--- src/rtl/sr04_sched.sv ---
// sr04_sched: four-channel ultrasonic ranging scheduler.
// Picks an enabled sensor (round-robin from a rotating pointer), fires its
// trigger pulse, times the echo high period and reports the count or a
// timeout, then holds off before the next measurement.
module sr04_sched #(
    parameter int TRIG_CYCLES    = 500,
    parameter int TIMEOUT_CYCLES = 1_900_000,
    parameter int GAP_CYCLES     = 3_000_000
) (
    input  logic        CLK,
    input  logic        RST,
    input  logic        RUN,
    input  logic        START,
    input  logic [3:0]  EN,
    input  logic [3:0]  ECHO,
    output logic [3:0]  TRIG,
    output logic        BUSY,
    output logic        RESULT_VALID,
    output logic [1:0]  RESULT_CH,
    output logic [23:0] RESULT_CNT,
    output logic        RESULT_TIMEOUT
);

    typedef enum logic [2:0] {
        ST_IDLE,
        ST_TRIG,
        ST_WAIT_RISE,
        ST_MEASURE,
        ST_REPORT,
        ST_GAP
    } state_t;

    localparam logic [23:0] TRIG_LAST = 24'(TRIG_CYCLES - 1);
    localparam logic [23:0] TO_LAST   = 24'(TIMEOUT_CYCLES - 1);
    localparam logic [23:0] GAP_LAST  = 24'(GAP_CYCLES - 1);
    localparam logic [23:0] CNT_MAX   = 24'hFFFFFF;

    state_t      state;
    logic [3:0]  echo_s1;
    logic [3:0]  echo_s2;
    logic [3:0]  echo_d;
    logic [1:0]  ptr;
    logic [1:0]  ch;
    logic [23:0] t_cnt;
    logic [23:0] e_cnt;
    logic [23:0] phase_cnt;
    logic [1:0]  ch_pick;
    logic [1:0]  idx;
    logic        echo_cur;
    logic        echo_rise;
    logic        echo_fall;

    // Edge detection on the selected channel uses only synchronized samples.
    assign echo_cur  = echo_s2[ch];
    assign echo_rise = echo_s2[ch] & ~echo_d[ch];
    assign echo_fall = ~echo_s2[ch] & echo_d[ch];

    // First enabled sensor at or after ptr, wrapping; lowest offset wins.
    always_comb begin
        // NOTE: every variable gets a default before any conditional write so no latch is inferred.
        ch_pick = ptr;
        idx     = '0;
        for (int k = 3; k >= 0; k--) begin
            idx = ptr + 2'(k);
            if (EN[idx]) begin
                ch_pick = idx;
            end
        end
    end

    // Echo synchronizers, measurement FSM and registered outputs.
    always_ff @(posedge CLK) begin
        // NOTE: sequential state uses non-blocking assignments so every register sees pre-edge values.
        if (RST) begin
            state          <= ST_IDLE;
            echo_s1        <= '0;
            echo_s2        <= '0;
            echo_d         <= '0;
            ptr            <= '0;
            ch             <= '0;
            t_cnt          <= '0;
            e_cnt          <= '0;
            phase_cnt      <= '0;
            TRIG           <= '0;
            BUSY           <= 1'b0;
            RESULT_VALID   <= 1'b0;
            RESULT_CH      <= '0;
            RESULT_CNT     <= '0;
            RESULT_TIMEOUT <= 1'b0;
        end else begin
            echo_s1      <= ECHO;
            echo_s2      <= echo_s1;
            echo_d       <= echo_s2;
            RESULT_VALID <= 1'b0;

            case (state)
                ST_IDLE: begin
                    if ((RUN || START) && (EN != 4'b0000)) begin
                        ch        <= ch_pick;
                        TRIG      <= 4'b0001 << ch_pick;
                        phase_cnt <= '0;
                        BUSY      <= 1'b1;
                        state     <= ST_TRIG;
                    end
                end

                ST_TRIG: begin
                    if (phase_cnt == TRIG_LAST) begin
                        TRIG  <= '0;
                        t_cnt <= '0;
                        state <= ST_WAIT_RISE;
                    end else begin
                        phase_cnt <= phase_cnt + 24'd1;
                    end
                end

                ST_WAIT_RISE: begin
                    if (t_cnt == TO_LAST) begin
                        RESULT_VALID   <= 1'b1;
                        RESULT_CH      <= ch;
                        RESULT_CNT     <= CNT_MAX;
                        RESULT_TIMEOUT <= 1'b1;
                        state          <= ST_REPORT;
                    end else begin
                        t_cnt <= t_cnt + 24'd1;
                        if (echo_rise) begin
                            // The rise cycle is itself the first high cycle of the echo.
                            e_cnt <= 24'd1;
                            state <= ST_MEASURE;
                        end
                    end
                end

                ST_MEASURE: begin
                    // A fall in the timeout cycle still reports the real count.
                    if (echo_fall) begin
                        RESULT_VALID   <= 1'b1;
                        RESULT_CH      <= ch;
                        RESULT_CNT     <= e_cnt;
                        RESULT_TIMEOUT <= 1'b0;
                        state          <= ST_REPORT;
                    end else if (t_cnt == TO_LAST) begin
                        RESULT_VALID   <= 1'b1;
                        RESULT_CH      <= ch;
                        RESULT_CNT     <= CNT_MAX;
                        RESULT_TIMEOUT <= 1'b1;
                        state          <= ST_REPORT;
                    end else begin
                        t_cnt <= t_cnt + 24'd1;
                        if (echo_cur && (e_cnt != CNT_MAX)) begin
                            e_cnt <= e_cnt + 24'd1;
                        end
                    end
                end

                ST_REPORT: begin
                    ptr       <= ch + 2'd1;
                    phase_cnt <= '0;
                    state     <= ST_GAP;
                end

                ST_GAP: begin
                    if (phase_cnt == GAP_LAST) begin
                        BUSY  <= 1'b0;
                        state <= ST_IDLE;
                    end else begin
                        phase_cnt <= phase_cnt + 24'd1;
                    end
                end

                default: begin
                    TRIG  <= '0;
                    BUSY  <= 1'b0;
                    state <= ST_IDLE;
                end
            endcase
        end
    end

endmodule

--- config.mk ---
export PLATFORM = sky130hd
export DESIGN_NAME = sr04_sched
export DESIGN_NICKNAME = d
export VERILOG_FILES = /design/src/rtl/sr04_sched.sv
export SDC_FILE = /design/constraint.sdc
export NUM_CORES = 1
export LEC_CHECK = 0
export BUFFER_PORTS_ARGS = -buffer_cell sky130_fd_sc_hd__buf_2
export CAP_MARGIN = 30
export CORE_UTILIZATION = 60
export DETAILED_ROUTE_END_ITERATION = 10
export PLACE_DENSITY_LB_ADDON = 0.15
export SLEW_MARGIN = 25
export SYNTH_ARGS = -nofsm -noshare
export SYNTH_HDL_FRONTEND = slang
export SYNTH_SLANG_ARGS = --single-unit
--- constraint.sdc ---
create_clock -name CLK -period 3.9 [get_ports CLK]
set_input_delay 0.39 -clock CLK [delete_from_list [all_inputs] [get_ports CLK]]
set_output_delay 0.39 -clock CLK [all_outputs]
set_load 0.02 [all_outputs]
==> impl_metrics.toml, run 1 <==
[power]
max-vdd-ir-drop_v = 0.000326
p_leak_nw = 2.39
power.density_nw_per_um2 = 460
fin_total_pwr_mw = 3.09

[min_path]
hold_class = "input pin to flop"
min_from = "ECHO[0]"
holdPathStages = 2
min_to = "echo_s1[0]"

[routing]
wl_per_cell_um = 16.0
drtPass1Iterations = 5
drt_wl_total_um = 13200
vias = 5065
drcViolationCount = 0
ant_nets = 0
vias_per_cell = 6.12
drt_iter0_drc = 297

[timing]
max_slew_margin_pct = 37.4
finalCriticalPeriod_ns = 2.99
totalNegativeSetupSlack_ns = 0
rsz0062_at_grt = "no"
worstMarginPinSlew_ns = 0.938
slew_viol_final = 0
period_share_pct = 76.6
setup_viol = 0
max_freq_mhz = 335
hold_viol_final = 0
skew_ns = 0.00699

[critical_path]
worst_r2r_path_depth = 7
rr_startpoint = "t_cnt[0]"
critPathMaxFanout = 17
timing.rr.end = "e_cnt[13]"
start_kind = "flop"
cp.required_ns = 4.32
r2r_slack_ns = 0.91
worstPathArrival_ns = 3.41
cp-end-kind = "flop"
path_class = "flop to flop"

[die]
die_area_um2 = 10100
initial_utilization_pct = 62.5
dieWidth_um = 101
die_h_um = 101
num_io_pins = 45
fp.coreArea_um2 = 9330
placement_rows = 35

[clock_network]
post-cts-setup-buffer-count = 0
ctsHoldBuffers = 0
cts_tree = "done"
ctsResizeCount = 0
cts_root_buf = "clkbuf_8"
cts_inserted_buffers = 17
worstSkewPairLatency_ns = 0.51
clkTransAtPathRegs_ns = 0.06
cts.path.max_buffers = 2
h-tree-depth = 4
cts.sinks = 124

[grt]
antenna_found_initial = 0
grt_pass1_vias = 4571
grt_pass1_wl_um = 22200
grtUsageTotal_pct = 27.6
grt_start_max_net_pins = 32
grt_overflow = 0

[placement]
hpwl_um = 8700
gp_congestion = 0.831
portBuffers = 44

[layout]
final_common_cell = "dfxtp_1"
fillCellCount = 719
mostFrequentLayoutCells = "124 x dfxtp_1, 68 x nor2_1, 44 x buf_2"
drive_above_1_share_pct = 18.3
fin_nets = 701
area_growth_syn_to_layout_pct = 15.2
diodes = 0

[yosys]
ys_seq_area_share_pct = 42.6
yosysWarnings = 0
async_flop_share_pct = 0
synth_area_um2 = 5830
post_synth.cell_area_avg_um2 = 8.91
syn-num-nets = 669
synth_cell_types = 66
ys_ff_latch = 124
synth-main-ff-cell = "dfxtp_1"
netlist_instances = 654
synth-edff-count = 0

[status]
outcome = "complete, no violations"

[run]
drv_cap = 0
worst max-delay path: stages, from the launching register on:
cell,delay [ns]
dfxtp_1,0.34
ha_1,0.23
and4_1,0.26
nand2_1,0.25
or3_1,0.57
nand3_1,0.49
or4_1,0.59
a21oi_1,0.16
state kept, by name (all words and copies together), names as in the netlist, 2 cells and up:
register,cells
t_cnt,24
RESULT_CH,2
phase_cnt,24
ptr,2
RESULT_CNT,24
TRIG,4
echo_d,4
e_cnt,24
echo_s2,4
echo_s1,4
state,3
ch,2
cell type report:
class | count | area (µm²) | share of cell area (%)
multi-input cells | 477 | 3100 | 46.2
clock buffers | 19 | 432 | 6.43
flip-flops and latches | 124 | 2480 | 37.0
inverters | 16 | 60.1 | 0.895
well taps | 129 | 161 | 2.40
clock inverters | 13 | 213 | 3.17
repair buffers | 50 | 265 | 3.95
per-stage QoR:
step                      std cells  area (µm²)  utilization [%]  hold slack [ns]  worst slack, ns
after floorplan                 654        5830                -            0.414             1.71
after global placement          796        6070             65.1            0.417             1.12
after detailed placement        796        6070             65.1            0.429             1.02
after CTS                       828        6710             72.0           0.0815            0.973
after global routing            828        6710             72.0           0.0821            0.683
final                           828        6710             72.0           0.0888            0.911
synth_stat cells, drive strengths merged, types with 2 or more instances:
master   count  area share, %
dfxtp      124             43
nor2        68            4.4
nand3       44            3.9
a21oi       42            3.6
nand2       40            2.6
nand4       28            3.4
o221a       25            4.8
xnor2       24            3.6
clkbuf      21            1.5
o21ai       21            2.0
nor2b       20            2.1
xor2        20            3.0
buf         16            1.7
inv         15           0.97
or3         14            1.5
nor3        13            1.2
nor4        12            1.4
a211oi      10            1.3
and4         9            1.4
mux2i        9            1.5
and3         8           0.86
o31ai        7           0.90
and2         6           0.64
or4          6           0.77
a21o         5           0.71
nor4b        5            1.0
a31o         4           0.75
o2bb2ai      4           0.60
a2111oi      3           0.45
ha           3           0.64
nand2b       3           0.32
or2          3           0.32
a21boi       2           0.26
a31oi        2           0.21
mux2         2           0.39
nor4bb       2           0.34
report_power, final:
| group | switching, mW | internal [mW] | total, mW | leakage, nW |
|---|---|---|---|---|
| combinational | 0.0597 | 0.0314 | 0.0912 | 1.08 |
| sequential | 0.00905 | 1.28 | 1.29 | 1.00 |
| clock | 0.583 | 1.12 | 1.71 | 0.305 |
worst max path at each step:
stage | start | end
after floorplan | t_cnt[0] | e_cnt[21]
after global placement | state[1] | e_cnt[14]
after detailed placement | t_cnt[0] | e_cnt[14]
after CTS | t_cnt[0] | e_cnt[13]
after global routing | t_cnt[0] | e_cnt[13]
final | t_cnt[0] | e_cnt[13]
logic make-up (layout without fill, tap and decap cells):
logic type | after synthesis | count (layout) | synth area share, %
AO/OA/AOI/OAI | 134 | 134 | 17.1
XOR/XNOR | 44 | 44 | 6.61
flip-flops | 124 | 124 | 42.6
buffers and inverters | 53 | 98 | 4.25
AND/OR/NAND/NOR | 284 | 284 | 26.5
multiplexers | 12 | 12 | 2.32
adder cells (fa/ha/maj) | 3 | 3 | 0.644
layer usage:
layer	global-route usage [%]	vias to the layer above	wire length, µm
li1	-	2476	-
met1	35.6	2422	6080
met2	45.3	143	6360
met3	4.99	24	524
met4	11.8	0	249
met5	0	-	0
Power figures use the tool's default switching activity.
==> run 2, diff against run 1 <==
- ABC_AREA: not set -> 1
- CORE_UTILIZATION: 60 -> 55
- clock period: 3.9 -> 2.4 ns (I/O delays scaled with it)
==> impl_metrics.toml, run 2 <==
[timing]
finalCriticalPeriod_ns = 2.16
max_slew_margin_pct = 38.8
slew_viol_final = 0
totalNegativeSetupSlack_ns = 0
skew_ns = 0.0151
worstMarginPinSlew_ns = 0.917
setup_viol = 0
hold_viol_final = 0
rsz0062_at_grt = "no"
holdWs_ns = 0.0142
period_share_pct = 90.1
max_freq_mhz = 463

[min_path]
hold_class = "input pin to flop"
holdPathStages = 3
min_to = "echo_s1[1]"
min_from = "ECHO[1]"

[die]
die_area_um2 = 13600
num_io_pins = 45
dieWidth_um = 116
initial_utilization_pct = 56.9
die_h_um = 116
fp.coreArea_um2 = 12700
placement_rows = 41

[placement]
dp_cells = 1312
portBuffers = 44
gp_congestion = 0.948
hpwl_um = 12600

[power]
fin_total_pwr_mw = 6.13
power.density_nw_per_um2 = 755
p_leak_nw = 3.17
max-vdd-ir-drop_v = 0.000607

[critical_path]
cp_slowest_cell = "dfxtp_1"
path_class = "flop to flop"
critPathMaxFanout = 24
start_kind = "flop"
rr_startpoint = "t_cnt[0]"
startpoint = "t_cnt[0]"
timing.rr.end = "e_cnt[13]"
cp.required_ns = 2.76
cp-end-kind = "flop"
r2r_slack_ns = 0.24
worst_r2r_path_depth = 11
critPathBufInv = 0
crit_chain = "ha_1 > nand2_1 > nor2_2 > nand2_1 > nor2_2 > nand2_1 > nand3_2 > nand2_4 > nand2_4 > nand2_1 > a21oi_1"
cp_slowest_stage_delay_ns = 0.41
cp_top_family = "simple AND/OR/NAND/NOR gates"
crit_top_cell = "nand2_1"
worstPathArrival_ns = 2.52

[yosys]
syn-num-nets = 1136
yosys.area.top_type_share_pct = 34.5
synth-edff-count = 0
post_synth.cell_area_avg_um2 = 6.43
yosysMostFrequentCell = "nand2_1"
synth-main-ff-cell = "dfxtp_1"
ys_seq_area_share_pct = 34.5
netlist_top_cells_area = "dfxtp_1 34%, nand2_1 17%, nor2_1 9.6%"
netlist_instances = 1121
ys_ff_latch = 124
yosysWarnings = 0
synth_cell_types = 35
async_flop_share_pct = 0
yosys.area.top_type = "dfxtp_1"
synth_area_um2 = 7200
ys_top_cells_by_count = "332 x nand2_1, 185 x nor2_1, 124 x dfxtp_1"

[clock_network]
worstSkewPairLatency_ns = 0.43
clkTransAtPathRegs_ns = 0.06
cts.sinks = 124
ctsHoldBuffers = 3
h-tree-depth = 4
cts_root_buf = "clkbuf_16"
cts.path.max_buffers = 2
ctsResizeCount = 0
cts_inserted_buffers = 17
post-cts-setup-buffer-count = 0
cts_tree = "done"

[routing]
vias_per_cell = 5.23
drcViolationCount = 0
drt_iter0_drc = 626
wl_per_cell_um = 13.3
vias = 7046
drtPass1Iterations = 5
drt_wl_total_um = 17900
ant_nets = 0

[layout]
area_growth_syn_to_layout_pct = 12.6
drive_above_1_share_pct = 12.8
final_common_cell = "nand2_1"
mostFrequentLayoutCells = "332 x nand2_1, 185 x nor2_1, 124 x dfxtp_1"
fin_nets = 1177
diodes = 0
instances_no_fill = 1347

[grt]
grt_overflow = 0
grt_pass1_vias = 6285
grt_pass1_wl_um = 30200
antenna_found_initial = 0
grtUsageTotal_pct = 28.3
grt_start_max_net_pins = 40

[run]
drv_cap = 0

[status]
outcome = "complete, no violations"
-- run 2: routing by layer --
| layer | vias to the layer above | part of all wire [%] | wire length, µm | track usage [%] |
|---|---|---|---|---|
| li1 | 3661 | - | - | - |
| met1 | 3177 | 49 | 8710 | 38.9 |
| met2 | 188 | 45 | 8100 | 44.8 |
| met3 | 20 | 5.0 | 903 | 5.40 |
| met4 | 0 | 1.3 | 227 | 8.72 |
| met5 | - | 0 | 0 | 0 |
-- run 2: area by class of cell --
cell class	instances	area (µm²)
multi-input combinational	841	4020
inverter	114	428
timing repair buffer	64	393
clock buffer	17	425
clock inverter	15	146
tap	172	215
fill	1228	4560
sequential	124	2480
-- run 2: report_power, final --
| group | switching, mW | internal (mW) | total, mW |
|---|---|---|---|
| logic | 1.02 | 0.389 | 1.41 |
| clock network | 1.10 | 1.37 | 2.47 |
| registers | 0.0922 | 2.16 | 2.25 |
-- run 2: stage by stage --
stage / instance area, µm² / worst slack, ns / utilization [%]
2_1_floorplan: 7200 / 0.603 / -
3_3_place_gp: 7510 / 0.311 / 59.3
3_5_place_dp: 7510 / 0.268 / 59.3
4_1_cts: 8110 / 0.237 / 64.0
5_1_grt: 8110 / 0.00935 / 64.0
6_report: 8110 / 0.238 / 64.0
-- run 2: how the worst max path moves through the flow --
stage,end,depth (start not counted)
after floorplan,phase_cnt[10],11
after global placement,e_cnt[19],11
after detailed placement,e_cnt[12],11
after CTS,e_cnt[5],11
after global routing,e_cnt[7],11
final,e_cnt[13],11
-- run 2: cell families (layout without fill, tap and decap cells) --
kind of cell / after synthesis / after routing / share of synthesized area [%]
flip-flops: 124 / 124 / 34.5
AND/OR/NAND/NOR: 684 / 684 / 40.9
AO/OA/AOI/OAI: 119 / 119 / 10.1
adder cells (fa/ha/maj): 3 / 3 / 0.521
XOR/XNOR: 35 / 35 / 4.25
buffers and inverters: 156 / 210 / 9.73
-- run 2: worst register-to-register path, delay by kind of cell (launching register included) --
family	cells	cell delay, ns
fa+ha+maj	1	0.27
simple gates	9	1.28
compound gates	1	0.12
flops	1	0.41
